<file path="config.mk">
export PLATFORM = sky130hd
export DESIGN_NAME = countdown_timer
export DESIGN_NICKNAME = d
export VERILOG_FILES = /design/src/rtl/timer_pkg.sv /design/src/rtl/countdown_timer_prescaler.sv /design/src/rtl/countdown_timer.sv
export SDC_FILE = /design/constraint.sdc
export NUM_CORES = 1
export LEC_CHECK = 0
export ABC_AREA = 1
export BUFFER_PORTS_ARGS = -buffer_cell sky130_fd_sc_hd__buf_2
export CAP_MARGIN = 5
export CORE_MARGIN = 8
export CORE_UTILIZATION = 40
export DETAILED_ROUTE_END_ITERATION = 16
export GPL_TIMING_DRIVEN = 0
export PLACE_DENSITY = 0.6
export RECOVER_POWER = 25
export REMOVE_ABC_BUFFERS = 1
export SETUP_SLACK_MARGIN = 0.3
export SLEW_MARGIN = 20
export SYNTH_ARGS = -nofsm -noshare
export SYNTH_HDL_FRONTEND = slang
export SYNTH_SLANG_ARGS = --single-unit
</file>
<file path="constraint.sdc">
create_clock -name clock -period 1.5 [get_ports clock]
set_clock_uncertainty 0.1 [all_clocks]
set_input_delay 0.225 -clock clock [delete_from_list [all_inputs] [get_ports clock]]
set_output_delay 0.225 -clock clock [all_outputs]
set_load 0.005 [all_outputs]
</file>
<file path="src/rtl/timer_pkg.sv">
// Shared types for the countdown timer and its prescaler.
package timer_pkg;
  typedef enum logic {IDLE = 1'b0, RUN = 1'b1} timer_state_t;
endpackage

</file>
<file path="src/rtl/countdown_timer_prescaler.sv">
// Clock divider for the countdown timer: emits a one-cycle tick every PRESCALE enabled cycles.
module prescaler #(
  parameter int PRESCALE = 1
) (
  input  logic clock,
  input  logic reset,
  input  logic clear,
  input  logic enable,
  output logic tick
);
  localparam int W = (PRESCALE > 1) ? $clog2(PRESCALE) : 1;
  localparam logic [W-1:0] LAST = W'(PRESCALE - 1);

  logic [W-1:0] count;

  assign tick = enable && (count == LAST);

  always_ff @(posedge clock or posedge reset) begin
    if (reset) begin
      count <= '0;
    end else if (clear || tick) begin
      count <= '0;
    end else if (enable) begin
      count <= count + 1'b1;
    end
  end
endmodule

</file>
<file path="src/rtl/countdown_timer.sv">
// Programmable down-counter with prescaled tick, stop, one-cycle done pulse and auto-reload.
// state | meaning
// IDLE  | count held (0 after expiry, frozen value after stop); waits for start
// RUN   | counting down one step per prescaler tick
module countdown_timer
  import timer_pkg::*;
#(
  parameter int N        = 8,
  parameter int PRESCALE = 1
) (
  input  logic         clock,
  input  logic         reset,
  input  logic [N-1:0] load_value,
  input  logic         start,
  input  logic         stop,
  input  logic         auto_reload,
  output logic [N-1:0] cnt,
  output logic         busy,
  output logic         done
);
  timer_state_t state, state_next;
  logic [N-1:0] reload, reload_next, cnt_next;
  logic         done_next;
  logic         tick;
  logic         running;
  logic         last_step;

  assign running   = (state == RUN) && !stop;
  assign last_step = tick && (cnt == N'(1));

  prescaler #(.PRESCALE(PRESCALE)) u_prescaler (
    .clock  (clock),
    .reset  (reset),
    .clear  (!running),
    .enable (running),
    .tick   (tick)
  );

  always_ff @(posedge clock or posedge reset) begin
    if (reset) begin
      state  <= IDLE;
      cnt    <= '0;
      reload <= '0;
      done   <= 1'b0;
    end else begin
      state  <= state_next;
      cnt    <= cnt_next;
      reload <= reload_next;
      done   <= done_next;
    end
  end

  always_comb begin
    state_next = state;
    case (state)
      IDLE: if (start && !stop && (load_value != '0)) state_next = RUN;
      RUN: begin
        if (stop) state_next = IDLE;
        else if (last_step && !auto_reload) state_next = IDLE;
      end
      default: state_next = IDLE;
    endcase
  end

  always_comb begin
    cnt_next    = cnt;
    reload_next = reload;
    done_next   = 1'b0;
    busy        = (state == RUN);
    case (state)
      IDLE: begin
        // a zero load expires immediately without ever entering RUN
        if (start && !stop) begin
          if (load_value != '0) begin
            cnt_next    = load_value;
            reload_next = load_value;
          end else begin
            cnt_next  = '0;
            done_next = 1'b1;
          end
        end
      end
      RUN: begin
        if (running && tick) begin
          if (last_step) begin
            done_next = 1'b1;
            cnt_next  = auto_reload ? reload : '0;
          end else begin
            cnt_next = cnt - 1'b1;
          end
        end
      end
      default: cnt_next = cnt;
    endcase
  end
endmodule

</file>
==> results of run 1 <==
-- critical path, delay by kind of cell, from the launching register on --
| kind | cells | cell delay, ns |
|---|---|---|
| flip-flops | 1 | 0.41 |
| AND/OR/NAND/NOR | 6 | 0.52 |
| adder cells (fa/ha/maj) | 1 | 0.15 |
| buffers and inverters | 2 | 0.12 |
-- worst min-delay path by stage --
stage               startpoint                       endpoint  slack [ns]  cells past startpoint
floorplan                reset                 busy$_DFF_PP0_        0.08                      1
global placement         reset  u_prescaler.count$_DFFE_PP0P_        0.28                      2
detailed placement       reset  u_prescaler.count$_DFFE_PP0P_        0.29                      2
CTS                      reset  u_prescaler.count$_DFFE_PP0P_       -0.05                      2
global route             reset          reload[5]$_DFFE_PP0P_       -0.01                      2
finish                   reset  u_prescaler.count$_DFFE_PP0P_       -0.07                      2
-- kinds of logic after synthesis --
logic type	synth area share [%]
AND/OR/NAND/NOR	41.8
flip-flops	36.2
AO/OA/AOI/OAI	9.72
XOR/XNOR	0.667
adder cells (fa/ha/maj)	1.91
buffers and inverters	9.44
other	0.286
-- sequential cells by signal (all words and copies together) (netlist names) --
name and count:
cnt 8, u_prescaler.count 1, done 1, reload 8, busy 1
-- cell usage in the layout (no fill, tap or decap), types with 3 or more instances in the layout --
cell type / n
buf_6: 12
nand2_1: 58
nand3_1: 16
nor2_4: 8
inv_2: 3
inv_1: 13
buf_2: 15
nor2_1: 11
nand2_4: 4
inv_4: 4
dfrtp_2: 8
nand3b_1: 3
nand3_2: 3
o21ai_2: 3
a21oi_2: 6
buf_4: 14
clkbuf_4: 3
dfrtp_1: 11
a21oi_1: 7
-- through the flow --
stage               setup TNS [ns]  worst slack, ns  util [%]  cell area [µm²]
floorplan                        0           0.0547         -             1270
global placement            -0.884           -0.123      44.6             1440
detailed placement          -0.978           -0.120      44.6             1440
CTS                              0            0.102      53.0             1710
global route                     0          0.00535      56.3             1820
finish                           0           0.0976      56.3             1820
-- repair_timing --
item / in CTS / in global routing
cloned: 0 / 0
buffers inserted: 15 / 5
pin swaps: 13 / 4
endpoints found under the hold margin: 19 / 19
resized for setup: 38 / 15
setup endpoints to repair: 27 / 27
-- metal layers --
layer | vias to the layer above | global-route usage, % | part of all wire, %
met5 | - | 0 | 0
met4 | 0 | 5.33 | 1.1
met3 | 4 | 2.05 | 3.0
met2 | 23 | 22.8 | 50
met1 | 596 | 16.7 | 46
li1 | 653 | - | -
-- power groups by stage --
| stage | logic [µW] | registers (µW) | clock network [µW] |
|---|---|---|---|
| floorplan | 424 | 755 | 0 |
| global placement | 593 | 779 | 0 |
| detailed placement | 602 | 786 | 0 |
| CTS | 905 | 778 | 280 |
| global route | 1130 | 800 | 290 |
| finish | 1020 | 782 | 262 |
-- cell type report --
class	instances	area (µm²)
clock buffer	4	26.3
fill	319	1410
inverter	21	96.3
multi-input combinational	135	818
sequential	19	485
tap	46	57.6
timing repair buffer	42	335
==> metrics, run 1 <==
Reg power frac between 30% and 40%; crit path max fanout 3; EDFF count, synth 0; first-pass GRT wire length between 5000 and 6000 µm; CP peak stage delay 0.41 ns; Num CTS Buffers 3; DRT Pass-1 Iters 4; antenna violations before repair 0; Fin. Hold Viols 19; post-synth cell types 25; Int Pwr ~1300 µW; I/O Buffers 22; sequential element share of the synthesized area 36.2%; Clock Pin Slew Worst Setup and Hold Paths 0.11 ns; Synth Cell Area 1310 µm²; Leakage Power 0.000881 µW; Sw Ratio between 30% and 40%; Reg-to-Reg Start cnt[1]$_DFFE_PP0P_; failing checks hold timing; Slew Viols, Final 0; WS Path Type register to register; Synthesis Warnings 0; Crit. End Element register; Worst IR Drop VDD 0.000465 V; fraction of layout cells with a size suffix above 1 42.5%; largest net degree at the start of global routing 20; post-route minimum period between 1 and 1.5 ns; clock buffer depth 2; switching power 813 µW; crit-path cells inv_2, ha_4, inv_4, nor3_2, nand3b_1, nand2_1, nand3_1, nand2_1, nand2_1; ANT nets after route 0; All-Layer GR Usage between 10 and 15%; DR vias/cell 4.78; Worst setup endpoint cnt[5]$_DFFE_PP0P_; #FFs+latches synth 19; RSZ-0062 raised after global routing true; top_reg_cell synth dfrtp_1; CTS tree yes; placed insts 243; hold_ws -0.0746 ns; post-synthesis cell count roughly 180; syn avg cell area 7.33 µm²; WL per Instance ~12 µm; count leader, synth nand2_1; slowest stage cell, crit path dfrtp_1; Post-DP HPWL between 2000 and 2500 µm; Final period util around 93%; startpoint types register; Rel. slew slack 51.6%; CP most frequent cell nand2_1; clk_lat worst skew 0.30 ns; initial DRC count just under 80; Arrival @ worst endpoint ~1.5 ns; Critical Path Start cnt[1]$_DFFE_PP0P_; Final Wtd Congestion 0.808; total power 2060 µW; fin cells about 270; DR vias 1276; Syn-to-layout area delta 38.6%; max-cap violations 0; Power Dens Cells 1130 nW/µm²; Combinational Power Share 49.4%; Area contributors post-synth dfrtp_1, nand2_1, nand3_1, nor2_4, inv_1; DRT Wirelength 3330 µm; Register-to-Register Path Depth 9; Reg2Reg Setup Slack 0.1 ns; Die Footprint about 5400 µm²; DRC 0; Starting Density 40.6%; # diodes 0; vias in the first global route 1324; H-tree lvl count 1; clock share of power 12.7%; Die Y 73.3 µm; IO Count 23; Final nets 237; Clock Sinks 19; fraction of synthesized cell area taken by the top area cell type 36.2%; FP Rows 21; status finished with violations; reg-to-reg endpoint cnt[5]$_DFFE_PP0P_; most area-hungry cell type in the Yosys netlist dfrtp_1; asr flop ratio synth 100%; Worst-Margin Slew 0.725 ns; top cells by count, synth nand2_1, dfrtp_1, nand3_1; Fmax achieved 713 MHz; Setup Viol. Count Final 0; grt ovf 0; Root Driver clkbuf_4; Worst EP required 1.60 ns; placeable core region 3230 µm²; HP Class primary input to asynchronous set/reset pin; Die Wd 73.3 µm
(Power assumes the default switching activity.)
==> inputs of run 2 (changes only) <==
- PLACE_DENSITY: 0.6 -> 0.58
==> metrics, run 2 (synthesis results as in run 1) <==
status finished with violations; failing checks hold timing; Post-DP HPWL 2450 µm; placeable core region approximately 3200 µm²; Final nets 241; Setup Viol. Count Final 0; Die Y 73.3 µm; Worst-Margin Slew 0.757 ns; # diodes 0; All-Layer GR Usage 14.4%; WS Path Type register to register; IO Count 23; clk_lat worst skew 0.30 ns; Worst EP required 1.59 ns; ANT nets after route 0; Fillers ~310; fin area 1920 µm²; H-tree lvl count 1; Starting Density just over 40%; most common cell after layout, fill and taps aside nand2_1; crit path max fanout 3; post-route minimum period roughly 1.4 ns; Worst IR Drop VDD roughly 0.00047 V; end-of-flow core utilization 59.4%; initial DRC count 53; Clock Pin Slew Worst Setup and Hold Paths between 0.1 and 0.15 ns; WL per Instance 13.6 µm; Num CTS Buffers 3; startpoint types register; FF+latch area 484 µm²; DRC 0; Fmax achieved 702 MHz; largest net degree at the start of global routing 20; multi-input logic area around 880 µm²; DRT Pass-1 Iters 4; max-cap violations 0; grt ovf 0; DR vias 1297; Root Driver clkbuf_4; biggest regs cnt (8), reload (8); vias in the first global route 1402; HP Class primary input to asynchronous set/reset pin; hold_ws -0.0624 ns; Arrival @ worst endpoint around 1.5 ns; Power Dens Cells 1140 nW/µm²; RSZ-0062 raised after global routing true; first-pass GRT wire length 6160 µm; Post-DP Area between 1000 and 1500 µm²; DR vias/cell 4.79; Rel. slew slack 49.5%; DRT Wirelength 3690 µm; Die Wd 73.3 µm; CTS tree yes; Leakage Power between 0.0009 and 0.001 µW; Fin. Hold Viols 19; clock buffer depth 2; Final period util 94.9%; Final Wtd Congestion about 0.8; Die Footprint 5370 µm²; I/O Buffers 22; Syn-to-layout area delta 46.3%; most frequent cells in the layout nand2_1, buf_2, buf_6; Clock Sinks 19; Crit. End Element register; antenna violations before repair 0; fraction of layout cells with a size suffix above 1 50.2%; FP Rows 21; Slew Viols, Final 0
-- run 2: per-layer routing --
metal,track usage [%],vias up,wire (µm)
met3,3.00,7,140
met1,16.5,604,1560
met2,26.4,24,1940
met4,3.33,0,53
li1,-,662,-
met5,0,-,0
-- run 2: stage by stage --
step                      total power (µW)  TNS, ns  instances  setup WS, ns
after floorplan                       1180        0        175        0.0547
after global placement                1370    -1.02        243        -0.127
after detailed placement              1390    -1.18        243        -0.130
after CTS                             2090        0        267         0.102
after global routing                  2360   -0.154        271       -0.0476
final                                 2190        0        271        0.0764
-- run 2: worst max-delay path, stage by stage, from the launching register on --
cell	delay (ns)
dfrtp_1	0.42
inv_2	0.09
ha_4	0.15
inv_2	0.05
nor3_2	0.10
nand3b_1	0.16
o21ai_2	0.17
o21ai_1	0.09
-- run 2: cell type report --
class                      instances  area share, %
clock buffer                       4           1.37
inverter                          21           4.89
multi-input combinational        135           46.0
sequential                        19           25.2
tap                               46           3.00
timing repair buffer              45           19.2
timing repair inverter             1          0.326
-- run 2: what timing repair did --
action,4_1_cts,5_1_grt
setup buffers,20,3
cloned,0,1
endpoints found under the hold margin,19,19
resized for setup,47,26
endpoints found under the setup margin,27,27
pin swaps,14,11
-- run 2: final timing paths --
path	from	to	slack (ns)	cells past startpoint
hold / removal	reset	reload[5]$_DFFE_PP0P_	-0.06	2
setup / recovery	cnt[1]$_DFFE_PP0P_	busy$_DFF_PP0_	0.08	7
max in group asynchronous	reset	cnt[2]$_DFFE_PP0P_	0.84	2
min in group clock	load_value[0]	reload[0]$_DFFE_PP0P_	0.06	3
setup reg to reg	cnt[1]$_DFFE_PP0P_	busy$_DFF_PP0_	0.08	7
hold reg to reg	reload[2]$_DFFE_PP0P_	reload[2]$_DFFE_PP0P_	0.40	2
-- run 2: where the power goes --
part / total (µW) / leakage [µW] / switching (µW) / internal [µW]
clock network: 263 / 0.0000150 / 160 / 104
registers: 788 / 0.000223 / 159 / 629
logic: 1140 / 0.000692 / 553 / 587
total: 2190 / 0.000930 / 871 / 1320
==> inputs of run 3 (changes only) <==
- CTS_BUF_LIST: not set -> sky130_fd_sc_hd__clkbuf_16
==> metrics, run 3 (synthesis results as in run 1) <==
vias in the first global route between 1000 and 1500; Die Wd 73.3 µm; crit path max fanout 8; # diodes 0; clock share of power 21.8%; Hold-fix buffers, CTS 0; WL per Instance 14.0 µm; Worst IR Drop VDD 0.000644 V; fraction of layout cells with a size suffix above 1 54.2%; grt ovf 0; failing checks hold timing; Starting Density 40.6%; I/O Buffers 22; crit-path cells inv_2, ha_4, nand2_4, nor2_4, nand3_2, nand2_1, inv_1, nand2_1, nand2_1, nand2_1; hold_ws -0.0150 ns; RSZ-0062 raised after global routing true; Reg power frac 31.5%; Combinational Power Share between 40% and 50%; Num CTS Buffers 3; Clock Sinks 19; Fin. Hold Viols 19; switching power 922 µW; Slew Viols, Final 0; DR vias/cell roughly 4.9; initial DRC count 55; most common cell after layout, fill and taps aside nand2_1; DRT Pass-1 Iters 4; Register-to-Register Path Depth 10; first-pass GRT wire length 6240 µm; Setup Viol. Count Final 0; status finished with violations; Sw Ratio a little under two fifths; Leakage Power 0.000947 µW; Worst EP required about 1.6 ns; largest net degree at the start of global routing 20; Rel. slew slack 52.1%; Worst-Margin Slew slightly above 0.7 ns; CP peak stage delay 0.39 ns; most frequent cells in the layout nand2_1, nand2_2, buf_4; HP Class primary input to asynchronous set/reset pin; reg-to-reg endpoint cnt[7]$_DFFE_PP0P_; Setup TNS 0 ns; Final Wtd Congestion 0.798; Fmax achieved about 700 MHz; Post-DP HPWL 2450 µm; Final nets between 200 and 250; clk_lat worst skew 0.25 ns; startpoint types register; H-tree lvl count 1; WS Path Type register to register; Die Y 73.3 µm; Fillers 299; ANT nets after route 0; max-cap violations 0; placeable core region 3230 µm²; total power 2490 µW; slowest stage cell, crit path dfrtp_1; post-route minimum period 1.43 ns; clock buffer depth 2; DR vias 1340; DRC 0; FP Rows 21; biggest regs cnt (8), reload (8); Syn-to-layout area delta 52.3%; Final period util 95.2%; All-Layer GR Usage 14.5%; Clock Pin Slew Worst Setup and Hold Paths 0.06 ns; Die Footprint 5370 µm²; CP most frequent cell nand2_1; end-of-flow core utilization 61.9%; DRT Wirelength 3820 µm; Int Pwr between 1500 and 2000 µW; antenna violations before repair 0; IO Count 23; Root Driver clkbuf_16; Crit. End Element register; Reg2Reg Setup Slack 0.07 ns; Arrival @ worst endpoint about 1.5 ns; CTS tree yes; Power Dens Cells 1250 nW/µm²; Reg-to-Reg Start cnt[1]$_DFFE_PP0P_
## run 3: critical path: cells and delay by family (launching register included)
kind                       cells  cell delay (ns)
DFF                            1             0.39
adders and majority gates      1             0.15
buffers and inverters          2             0.12
and+or+nand+nor                7             0.61
## run 3: worst max path at each step
stage / cells past startpoint / end / from
floorplan: 6 / cnt[5]$_DFFE_PP0P_ / busy$_DFF_PP0_
global placement: 6 / cnt[5]$_DFFE_PP0P_ / busy$_DFF_PP0_
detailed placement: 6 / cnt[6]$_DFFE_PP0P_ / busy$_DFF_PP0_
CTS: 8 / cnt[7]$_DFFE_PP0P_ / busy$_DFF_PP0_
global route: 10 / cnt[7]$_DFFE_PP0P_ / cnt[1]$_DFFE_PP0P_
finish: 10 / cnt[7]$_DFFE_PP0P_ / cnt[1]$_DFFE_PP0P_
## run 3: final cells by class
type                            count  area, µm²  share of cell area, %
Inverter                           21       93.8                   4.69
Tap cell                           46       57.6                   2.88
Timing Repair Buffer               48        377                   18.8
Sequential cell                    19        483                   24.2
Clock buffer                        3       75.1                   3.75
Clock inverter                      1       3.75                  0.188
Multi-Input combinational cell    135        910                   45.5
## run 3: metrics by stage
step	area [µm²]	setup slack, ns	cells	hold slack [ns]
CTS	1790	0.115	264	0.0266
global route	2000	-0.0179	273	0.0772
floorplan	1270	0.0547	175	0.0761
finish	2000	0.0713	273	-0.0150
global placement	1440	-0.127	243	0.280
detailed placement	1440	-0.130	243	0.292
## run 3: power groups by stage
stage               logic (µW)  registers [µW]  clock network, µW
floorplan                  424             755                  0
global placement           595             780                  0
detailed placement         603             788                  0
CTS                        946             770                553
global route              1280             801                580
finish                    1160             785                545
## run 3: what timing repair did
action | 4_1_cts | 5_1_grt
setup buffers | 17 | 9
pin swaps | 15 | 10
resized for setup | 38 | 42
endpoints found under the setup margin | 23 | 27
## run 3: per-layer routing
| metal | routed length [µm] | GRT usage, % | vias up |
|---|---|---|---|
| met1 | 1670 | 17.5 | 636 |
| met2 | 1920 | 24.9 | 30 |
| met3 | 159 | 2.86 | 8 |
| li1 | - | - | 666 |
| met5 | 0 | 0 | - |
| met4 | 71 | 4.44 | 0 |
